### config.mk
export PLATFORM = sky130hd
export DESIGN_NAME = lab6_link_master_ctrl
export DESIGN_NICKNAME = d
export VERILOG_FILES = /design/src/rtl/lab6_pkg.sv /design/src/rtl/lab6_sync2.sv /design/src/rtl/lab6_link_master_ctrl.sv
export SDC_FILE = /design/constraint.sdc
export NUM_CORES = 1
export LEC_CHECK = 0
export BUFFER_PORTS_ARGS = -buffer_cell sky130_fd_sc_hd__buf_2
export CORE_MARGIN = 3
export CORE_UTILIZATION = 62
export CTS_CLUSTER_SIZE = 10
export DETAILED_ROUTE_END_ITERATION = 12
export GPL_TIMING_DRIVEN = 0
export PLACE_DENSITY = 0.9
export SYNTH_ARGS = -nofsm -noshare
export SYNTH_HDL_FRONTEND = slang
export SYNTH_SLANG_ARGS = --single-unit
### constraint.sdc
create_clock -name clk -period 6.2 [get_ports clk]
set_input_delay 0.31 -clock clk [delete_from_list [all_inputs] [get_ports clk]]
set_output_delay 0.31 -clock clk [all_outputs]
set_load 0.02 [all_outputs]
### src/rtl/lab6_pkg.sv
// Shared definitions for the Lab 6 master/slave link: data width,
// the "no selection" code and the master handshake state encoding.
package lab6_pkg;

  localparam int DATA_W = 4;
  localparam logic [DATA_W-1:0] NO_DATA = 4'b1000;

  typedef enum logic [2:0] {
    IDLE   = 3'd0,
    STABLE = 3'd1,
    REQ    = 3'd2,
    REL    = 3'd3,
    HOLD   = 3'd4
  } lab6_state_e;

  // Codes 0-7 are selections; anything with the top bit set means "none".
  function automatic logic is_valid(input logic [DATA_W-1:0] code);
    return (code[DATA_W-1] == 1'b0);
  endfunction

endpackage

### src/rtl/lab6_sync2.sv
// Generic two-flop synchronizer for signals crossing into the clk domain.
// Both stages clear to zero on reset.
module lab6_sync2 #(
  parameter int WIDTH = 1
) (
  input  logic             clk,
  input  logic             rst_n,
  input  logic [WIDTH-1:0] d,
  output logic [WIDTH-1:0] q
);

  logic [WIDTH-1:0] meta_r;
  logic [WIDTH-1:0] sync_r;

  // Two-stage capture of the asynchronous input
  always_ff @(posedge clk or negedge rst_n) begin
    if (!rst_n) begin
      meta_r <= '0;
      sync_r <= '0;
    end else begin
      meta_r <= d;
      sync_r <= meta_r;
    end
  end

  assign q = sync_r;

endmodule

### src/rtl/lab6_link_master_ctrl.sv
// Master-side handshake sequencer: debounces the encoder code, runs one
// four-phase req/ack transfer per selection, flags timeouts, counts sends.
module lab6_link_master_ctrl
  import lab6_pkg::*;
#(
  parameter int STABLE_CYCLES  = 4,
  parameter int TIMEOUT_CYCLES = 1000
) (
  input  logic              clk,
  input  logic              rst_n,
  input  logic [DATA_W-1:0] data_in,
  input  logic              ack,
  output logic              request,
  output logic [DATA_W-1:0] data_to_slave,
  output logic              busy,
  output logic              timeout_err,
  output logic [7:0]        sent_count
);

  localparam int STAB_W = $clog2(STABLE_CYCLES + 1);
  localparam int TO_W   = $clog2(TIMEOUT_CYCLES + 1);
  localparam logic [STAB_W-1:0] STAB_ONE  = STAB_W'(1);
  localparam logic [STAB_W-1:0] STAB_LAST = STAB_W'(STABLE_CYCLES);
  localparam logic [TO_W-1:0]   TO_ONE    = TO_W'(1);
  localparam logic [TO_W-1:0]   TO_MAX    = TO_W'(TIMEOUT_CYCLES);

  lab6_state_e        state_r;
  logic [DATA_W-1:0]  cand_r;
  logic [STAB_W-1:0]  stab_cnt_r;
  logic [TO_W-1:0]    to_cnt_r;
  logic               request_r;
  logic [DATA_W-1:0]  data_r;
  logic               busy_r;
  logic               timeout_err_r;
  logic [7:0]         sent_count_r;

  logic               ack_s;
  logic [TO_W-1:0]    to_inc_s;
  logic               to_expire_s;
  logic [STAB_W-1:0]  stab_nxt_s;
  logic               stab_done_s;

  lab6_sync2 #(.WIDTH(1)) u_ack_sync (
    .clk   (clk),
    .rst_n (rst_n),
    .d     (ack),
    .q     (ack_s)
  );

  // Saturating timeout increment and debounce completion decode
  always_comb begin
    to_inc_s = to_cnt_r;
    if (to_cnt_r == TO_MAX) begin
      to_inc_s = to_cnt_r;
    end else begin
      to_inc_s = to_cnt_r + TO_ONE;
    end
    to_expire_s = (to_inc_s == TO_MAX);
    stab_nxt_s  = stab_cnt_r + STAB_ONE;
    stab_done_s = (stab_nxt_s == STAB_LAST);
  end

  // Handshake FSM with debounce, timeout and transfer counters
  always_ff @(posedge clk or negedge rst_n) begin
    if (!rst_n) begin
      state_r       <= IDLE;
      cand_r        <= NO_DATA;
      stab_cnt_r    <= '0;
      to_cnt_r      <= '0;
      request_r     <= 1'b0;
      data_r        <= NO_DATA;
      busy_r        <= 1'b0;
      timeout_err_r <= 1'b0;
      sent_count_r  <= 8'd0;
    end else begin
      case (state_r)
        IDLE: begin
          if (is_valid(data_in)) begin
            cand_r     <= data_in;
            stab_cnt_r <= STAB_ONE;
            busy_r     <= 1'b1;
            if (STABLE_CYCLES == 1) begin
              data_r    <= data_in;
              request_r <= 1'b1;
              to_cnt_r  <= '0;
              state_r   <= REQ;
            end else begin
              state_r <= STABLE;
            end
          end else begin
            busy_r  <= 1'b0;
            state_r <= IDLE;
          end
        end
        STABLE: begin
          if (data_in != cand_r) begin
            busy_r  <= 1'b0;
            state_r <= IDLE;
          end else if (stab_done_s) begin
            stab_cnt_r <= stab_nxt_s;
            data_r     <= cand_r;
            request_r  <= 1'b1;
            to_cnt_r   <= '0;
            state_r    <= REQ;
          end else begin
            stab_cnt_r <= stab_nxt_s;
          end
        end
        REQ: begin
          if (ack_s) begin
            request_r <= 1'b0;
            to_cnt_r  <= '0;
            state_r   <= REL;
          end else if (to_expire_s) begin
            request_r     <= 1'b0;
            timeout_err_r <= 1'b1;
            state_r       <= HOLD;
          end else begin
            to_cnt_r <= to_inc_s;
          end
        end
        REL: begin
          if (!ack_s) begin
            sent_count_r  <= sent_count_r + 8'd1;
            timeout_err_r <= 1'b0;
            state_r       <= HOLD;
          end else if (to_expire_s) begin
            timeout_err_r <= 1'b1;
            state_r       <= HOLD;
          end else begin
            to_cnt_r <= to_inc_s;
          end
        end
        HOLD: begin
          // A held switch must never retransmit; only a new code releases HOLD.
          if (data_in != data_r) begin
            data_r  <= NO_DATA;
            busy_r  <= 1'b0;
            state_r <= IDLE;
          end else begin
            state_r <= HOLD;
          end
        end
        default: begin
          request_r <= 1'b0;
          data_r    <= NO_DATA;
          busy_r    <= 1'b0;
          state_r   <= IDLE;
        end
      endcase
    end
  end

  assign request       = request_r;
  assign data_to_slave = data_r;
  assign busy          = busy_r;
  assign timeout_err   = timeout_err_r;
  assign sent_count    = sent_count_r;

endmodule

==> run metrics <==
outcome finished, final reports clean; CORE AREA around 3100 um^2; WP buf/inv 2; die height around 64 um; syn nets between 200 and 250; initial antenna violation count 0; R2R depth 9; Max Transition Viols Final 0; DRC 0; DRT iter0 DRCs around 130; Syn Inst Count 213; via count roughly 1.8k; Reg clk slew, reported paths about 0.12 ns; ranking of synthesized cells by area dfrtp_1 (42%), xnor2_1 (4.6%), o21ai_0 (3.1%); WL per Instance ~15 um; gpl congestion about 0.89; post-synthesis register bit count 37; Pleak 0.9952 nW; share of the synthesized area in the top cell type 0.4209; max cap viols 0; unrepaired setup endpoints after global routing false; critical path data arrival time a little under 3 ns; worst hold path type in -> async; DR vias/cell just over 6; f_max approximately 370 MHz; CP Cell Sequence buf_2 > nand3_2 > or2_1 > buf_6 > or3_4 > a221oi_2 > nor3b_4 > a211oi_1 > a211o_1; layout cells sized above 1 0.2149; Die Width about 64 um; post-synthesis sequential area ratio 0.4462; DRT antenna net count 0; Avg Cell Area, Syn 9.769 um^2; overall power 0.0004602 W; first-pass GRT wire length 7.810 mm; hold buffers post-CTS 0; final hold viol count 0; Initial Utilization 0.6652; Util after Layout 0.7360; Final Cycle Share 0.4412; sinks on the clock net 37; vias in the first global route approximately 1.7k; Worst R2R Setup Slack about 3.5 ns; critical path endpoint category flop; worst slack at placement roughly 3.5 ns; 1st-pass router iterations 8; PD cells about 200 nW/um^2; largest net degree at the start of global routing 38; Synth async-reset ratio 1.000; Stages on worst setup path 9; PostCTS Resize Cnt 0; CP Max Fanout 8; Layout Nets approximately 250; antenna cells 0; Area Overhead vs Synth 10.64%; Port Buffers 21; relative slew slack 0.4263; buffers from clock root to sink, at most 2; CTS Root Buffer Type clkbuf_4; Skew-Pair Late Insertion Delay 0.35 ns; Post-Route WL between 4 and 5 mm; Worst IR Drop VDD approximately 0.17 mV; DP HPWL 3.055 mm; grt ovf 0; endpoints failing setup 0; IO Pins 22; Main synth FF type dfrtp_1; min Tclk post-route 2.736 ns; post-CTS setup buffers 0; CTS tree yes; Cell Area, Synth 2081 um^2; setup ws final approximately 3.5 ns; slowest CP cell nor3b_4; largest stage delay on the critical path 0.43 ns; row count 20; critical path's top delay family simple AND/OR/NAND/NOR gates; H-tree levels 2; final setup TNS 0 ns; synth unique cells 59; Crit Path Category reg -> reg; Post-synth EDFFs 0; CTS Buf Count 5; CP startpoint kind flop; clk_skew 0.01553 ns; Slew @ Worst Pin 0.8535 ns; Yosys Warn Count 0; die area ~4000 um^2; Critical Path RT 6.43 ns; area leader, netlist dfrtp_1; Total GRT Usage 0.2403
-- registers in the layout, summed over array words and instances (netlist names) --
name / cells
to_cnt_r: 10
sent_count: 8
cand_r: 4
data_to_slave: 4
stab_cnt_r: 3
state_r: 3
busy: 1
request: 1
timeout_err: 1
u_ack_sync.meta_r: 1
u_ack_sync.q: 1
-- synthesized netlist by cell type (5+ instances only) --
library cell,instances
a21oi_1,8
dfrtp_1,35
ha_1,5
inv_1,11
mux2_2,5
nand2_1,16
nand3_1,10
nand4_1,7
nor2_1,16
nor3_1,5
o21ai_0,13
xnor2_1,11
xor2_1,5
-- area by class of cell --
cell class	instances	area [um^2]
plain buffers	8	50.05
flip-flops and latches	37	928.4
clock inverters	3	17.52
well taps	44	55.05
clock buffers	5	37.54
repair buffers	21	105.1
fillers	234	825.8
inverters	11	41.29
multi-input cells	157	1067
-- path summary, 6_finish.rpt --
check | startpoint | endpoint
max in group asynchronous | rst_n | u_ack_sync.q
min | rst_n | to_cnt_r[9]
max reg2reg | to_cnt_r[0] | state_r[0]
min reg2reg | u_ack_sync.meta_r | u_ack_sync.q
min in group clk | ack | u_ack_sync.meta_r
max | to_cnt_r[0] | state_r[0]
-- metal layers --
| layer | GRT usage | routed length (um) | up-vias |
|---|---|---|---|
| met4 | 0.08895 | 44 | 0 |
| met3 | 0.05272 | 230 | 7 |
| met1 | 0.3229 | 1956 | 852 |
| met5 | 0 | 0 | - |
| li1 | - | - | 832 |
| met2 | 0.3806 | 2031 | 66 |
-- through the flow --
step,instances,instance area (um^2),hold WS (ns)
final,286,2302,0.03158
after global routing,286,2302,0.04861
after CTS,286,2296,0.05318
after detailed placement,278,2241,0.3403
after global placement,278,2241,0.3317
after floorplan,213,2081,0.01441
-- power breakdown --
group	total [W]	internal [W]	switching (W)
Clock	0.000125	0.0000427	0.0000818
Combinational	0.0000673	0.0000273	0.0000400
Sequential	0.000268	0.000255	0.0000132
-- cells by family after synthesis --
| kind of cell | Yosys count | share of synthesized area |
|---|---|---|
| buffers and inverters | 19 | 0.04389 |
| AOI/OAI and AO/OA | 49 | 0.1648 |
| xor gates and xnor gates | 16 | 0.06735 |
| adders and majority gates | 6 | 0.03488 |
| muxes | 6 | 0.03187 |
| DFF | 37 | 0.4462 |
| and+or+nand+nor | 80 | 0.2111 |
-- worst reg2reg max path: stages, from the launching register on --
cell	delay, ns
dfrtp_1	0.36
buf_2	0.20
nand3_2	0.15
or2_1	0.27
buf_6	0.14
or3_4	0.33
a221oi_2	0.33
nor3b_4	0.43
a211oi_1	0.14
a211o_1	0.27
-- layout by cell type (no fill, tap or decap), types with 7 or more instances in the layout --
| master | count |
|---|---|
| dfrtp_1 | 35 |
| nand2_1 | 16 |
| inv_1 | 11 |
| nand3_1 | 10 |
| nand4_1 | 7 |
| nor2_1 | 16 |
| a21oi_1 | 8 |
| o21ai_0 | 13 |
| xnor2_1 | 11 |
| buf_2 | 22 |
(Power assumes the default switching activity.)
